**src/rtl/alu_arbiter.sv**
```systemverilog
// alu_arbiter: two-requester arbiter that issues one op at a time to a shared ALU and returns a handshaked response
module alu_arbiter #(
  parameter int FIXED_PRIO = 0
) (
  input  logic        clk,
  input  logic        rst_n,
  input  logic        req0_valid,
  input  logic [15:0] req0_a,
  input  logic [15:0] req0_b,
  input  logic [2:0]  req0_op,
  output logic        req0_ready,
  input  logic        req1_valid,
  input  logic [15:0] req1_a,
  input  logic [15:0] req1_b,
  input  logic [2:0]  req1_op,
  output logic        req1_ready,
  output logic [15:0] alu_a,
  output logic [15:0] alu_b,
  output logic [2:0]  alu_ctrl,
  input  logic [31:0] alu_result,
  input  logic        alu_overflow,
  output logic        rsp_valid,
  output logic        rsp_id,
  output logic [31:0] rsp_result,
  output logic        rsp_overflow,
  input  logic        rsp_ready,
  output logic        busy,
  output logic [7:0]  ovf_count
);
  typedef enum logic [1:0] {IDLE, ISSUE, RESP} state_t;
  state_t state, state_nx;
  logic last_grant, gnt, acc, hs;
  always_comb begin
    gnt = (req0_valid & req1_valid) ? ((FIXED_PRIO != 0) ? 1'b0 : ~last_grant) : req1_valid;
    acc = (state == IDLE) & (req0_valid | req1_valid);
    hs = (state == RESP) & rsp_ready;
    state_nx = acc ? ISSUE : (state == ISSUE) ? RESP : hs ? IDLE : state;
  end
  assign req0_ready = acc & ~gnt;
  assign req1_ready = acc & gnt;
  assign busy = state != IDLE;
  assign rsp_valid = state == RESP;
  always_ff @(posedge clk or negedge rst_n)
    if (!rst_n) state <= IDLE;
    else state <= state_nx;
  always_ff @(posedge clk or negedge rst_n)
    if (!rst_n) begin
      last_grant <= 1'b1;
      alu_a <= '0;
      alu_b <= '0;
      alu_ctrl <= '0;
      rsp_id <= 1'b0;
      rsp_result <= '0;
      rsp_overflow <= 1'b0;
      ovf_count <= '0;
    end else begin
      if (acc) begin
        last_grant <= gnt;
        alu_a <= gnt ? req1_a : req0_a;
        alu_b <= gnt ? req1_b : req0_b;
        alu_ctrl <= gnt ? req1_op : req0_op;
        rsp_id <= gnt;
      end
      if (state == ISSUE) begin
        rsp_result <= (alu_ctrl == 3'b011) ? alu_result : {16'h0000, alu_result[15:0]};
        rsp_overflow <= (alu_ctrl[2:1] == 2'b00) & alu_overflow;
      end
      if (hs && rsp_overflow && ovf_count != 8'hFF) ovf_count <= ovf_count + 8'd1;
    end
endmodule

```
**config.mk**
```make
export PLATFORM = sky130hd
export DESIGN_NAME = alu_arbiter
export DESIGN_NICKNAME = d
export VERILOG_FILES = /design/src/rtl/alu_arbiter.sv
export SDC_FILE = /design/constraint.sdc
export NUM_CORES = 1
export LEC_CHECK = 0
export BUFFER_PORTS_ARGS = -buffer_cell sky130_fd_sc_hd__buf_4
export CORE_UTILIZATION = 47
export CTS_CLUSTER_DIAMETER = 120
export DETAILED_ROUTE_END_ITERATION = 16
export PLACE_DENSITY = 0.91
export SKIP_CTS_REPAIR_TIMING = 1
export SYNTH_ARGS = -nofsm -noshare
export SYNTH_HDL_FRONTEND = slang
export SYNTH_SLANG_ARGS = --single-unit
```
**constraint.sdc**
```tcl
create_clock -name clk -period 3.7 [get_ports clk]
set_clock_uncertainty 0.1 [all_clocks]
set_input_delay 0 -clock clk [delete_from_list [all_inputs] [get_ports clk]]
set_output_delay 0 -clock clk [all_outputs]
set_load 0.01 [all_outputs]
```
==> results of run 1 <==
cell families after synthesis:
family | Yosys count | share of synthesized area, %
AO/OA/AOI/OAI | 59 | 17.1
XOR/XNOR | 3 | 0.814
buffers and inverters | 54 | 7.68
AND/OR/NAND/NOR | 30 | 5.00
flip-flops | 80 | 62.1
multiplexers | 20 | 6.98
adder cells (fa/ha/maj) | 1 | 0.388
metrics by stage:
| stage | cell area [µm²] | setup slack (ns) |
|---|---|---|
| 2_1_floorplan | 3230 | 1.96 |
| 3_3_place_gp | 4650 | 1.55 |
| 3_5_place_dp | 4650 | 1.48 |
| 4_1_cts | 4840 | 1.33 |
cell usage after synthesis (2+ instances only):
library cell	number	share of area (%)
clkbuf_1	2	0.23
nand2b_1	3	0.58
inv_1	37	4.3
nor2_1	3	0.35
nor3_1	4	0.62
a222oi_1	35	11
nand3_1	4	0.62
buf_2	9	1.4
dfrtp_1	79	61
a21o_1	3	0.70
and3_1	2	0.39
a22o_1	17	4.6
mux2_2	20	7.0
buf_6	4	1.4
xor2_1	2	0.54
nand2_1	9	1.0
==> reports/metrics.yaml, run 1 <==
lastStage: "5_1_grt"
cts-htree-levels: 3
tool.error: "[ERROR RSZ-0060] Max buffer count reached."
start_util_pct: 49.7
boundaryPins: 189
grt_max_degree: 81
synth_seq_area_share_pct: 62.1
dp_hpwl_um: 6580
clock_sinks: 80
status: "stopped before the end"
die_w_um: 84.9
numCtsBuffers: 9
synth_nets: 356
clock_path_buffers: 2
fp.dieH_um: 84.9
synthCells: 247
port_buffers: 188
synth-edff-count: 0
avgSynthCellArea_um2: 13.1
yosys_warnings: 0
synthDistinctLibCells: 30
async_flop_share_pct: 100
synth_seq_cells: 80
fp-row-count: 29
ys.flop_type: "dfrtp_1"
clock-root-buffer: "clkbuf_8"
syn_area_mm2: 0.00323
gp_congestion: 0.863
post-place-cells: 498
==> run 2: changes to the inputs <==
Settings changed: CORE_UTILIZATION 47 to 40, CTS_CLUSTER_DIAMETER 120 to unset, PLACE_DENSITY 0.91 to unset, PLACE_DENSITY_LB_ADDON set to 0.15.
==> run 2 against run 1 <==
Against the previous run:
- the flow now finishes without violations
- synthesized area did not move
- synthesized cell count did not move
==> reports/metrics.yaml, run 2 <==
power_mw: 4.25
antenna_cells: 0
dr.pass1.iters: 8
drive_above_1_share_pct: 42.5
fillers: 519
dp_hpwl_um: 5940
wire_per_inst_um: 16.4
synth.largest_area_cell: "dfrtp_1"
min_path_type: "input port to async pin"
worst_ir_drop_vdd_mv: 0.387
regArea_mm2: 0.00200
numCtsBuffers: 9
grt_pass1_vias: 2743
yosysMostFrequentCell: "dfrtp_1"
yosys_warnings: 0
synthCells: 247
drv_slew: 0
finalCriticalPeriod_ns: 2.55
hold_viol: 0
drc_errors: 0
final_cell_mix: "buf_4, dlygate4sd3_1, dfrtp_1"
multi_input_area_um2: 980
vias: 3293
gp_congestion: 0.760
required_ns: 3.89
antenna_left: 0
clock_path_buffers: 2
power.density_mw_per_mm2: 713
avgSynthCellArea_um2: 13.1
routed_via_density: 5.11
synth_common_cells: "dfrtp_1, inv_1, a222oi_1"
track_usage_pct: 19.9
period_share_pct: 68.9
grt_max_degree: 81
clock_sinks: 80
area_growth_pct: 84.5
clock.fmax_mhz: 392
die_w_um: 91.8
overflow: 0
cts_tree: "yes"
clock-root-buffer: "clkbuf_8"
maxCapViolations: 0
cts.clk_slew.worst_paths_ns: 0.08
whs_ns: 0.252
reg2reg_depth: 6
clk_latency_ns: 0.35
setup_viol: 0
syn_area_mm2: 0.00323
boundaryPins: 189
port_buffers: 188
top_regs: "rsp_result x32, alu_a x16, alu_b x16"
cts-htree-levels: 3
utilization_pct: 76.6
start_kind: "flop"
endpoint_kind: "flop"
reg2reg_from: "state[1]"
fp-row-count: 32
status: "finished, final reports clean"
drt-total-wl_um: 10600
worst_pin_slew_ns: 0.979
crit_fanout: 21
synth_seq_cells: 80
synth_area_leaders: "dfrtp_1, a222oi_1, mux2_2"
synth-edff-count: 0
r2r-end: "alu_a[11]"
synthDistinctLibCells: 30
synth_seq_area_share_pct: 62.1
rsz0062_at_grt: "no"
layout_commonest_cell: "buf_4"
r2r_slack_ns: 1.15
dieArea_mm2: 0.00843
top_register: "rsp_result"
fp.dieH_um: 91.8
grt_pass1_wl_um: 13000
ys.flop_type: "dfrtp_1"
critical_path_arrival_ns: 2.74
drt_iter0_drc: 272
worstSetupPathType: "flop to flop"
synth_top_area_share_pct: 61.3
async_flop_share_pct: 100
nets: 647
synth_nets: 356
start_util_pct: 41.5
relSlewSlack_pct: 34.7
core_area_mm2: 0.00777
largest_reg_flops: 32
setup_tns_ns: 0
antenna_found_initial: 0
p_leak_nw: 3.04
[run 2: cell counts after synthesis]
No cell type changed its count.
[run 2: logic make-up after synthesis]
family                   after synthesis  synth area share, %
XOR/XNOR                               3                0.814
AND/OR/NAND/NOR                       30                 5.00
buffers and inverters                 54                 7.68
AO/OA/AOI/OAI                         59                 17.1
multiplexers                          20                 6.98
flip-flops                            80                 62.1
adder cells (fa/ha/maj)                1                0.388
[run 2: final cells by class]
type,instances,area share (%)
clock buffer,10,2.14
timing repair buffer,297,41.9
sequential,80,33.6
multi-input combinational,113,16.5
inverter,37,2.33
clock inverter,6,1.41
tap,102,2.14
[run 2: metal layers]
layer / up-vias / share of wire [%] / track usage [%]
li1: 1501 / - / -
met1: 1606 / 38 / 24.4
met2: 151 / 52 / 32.4
met3: 35 / 7.0 / 5.89
met4: 0 / 3.2 / 9.24
met5: - / 0 / 0
[run 2: report_power, final]
part | internal, mW | total [mW] | switching, mW
Combinational | 1.22 | 2.06 | 0.841
Clock | 0.378 | 0.688 | 0.310
Sequential | 1.25 | 1.49 | 0.248
Total | 2.85 | 4.25 | 1.40
[run 2: critical path: stages (launching register included)]
cell and delay, ns:
dfrtp_1 0.44, nor2_2 0.19, and3_1 0.57, buf_4 0.37, a222oi_1 0.16, dlygate4sd3_1 0.59, inv_1 0.07
[run 2: through the flow]
stage,setup slack (ns),cells,area [µm²]
floorplan,1.96,247,3230
global placement,1.68,524,4690
detailed placement,1.64,524,4690
CTS,1.47,540,4900
global route,1.02,645,5950
finish,1.15,645,5950
[run 2: worst max-delay path by stage]
stage,startpoint,to,slack [ns],cells after the start
floorplan,ovf_count[0],ovf_count[1],1.96,4
global placement,state[1],rsp_result[10],1.68,3
detailed placement,state[1],rsp_result[17],1.64,3
CTS,state[1],req1_ready,1.47,4
global route,state[1],alu_a[11],1.02,6
finish,state[1],alu_a[11],1.15,6
Note: power is estimated with default switching activity, not from simulation.
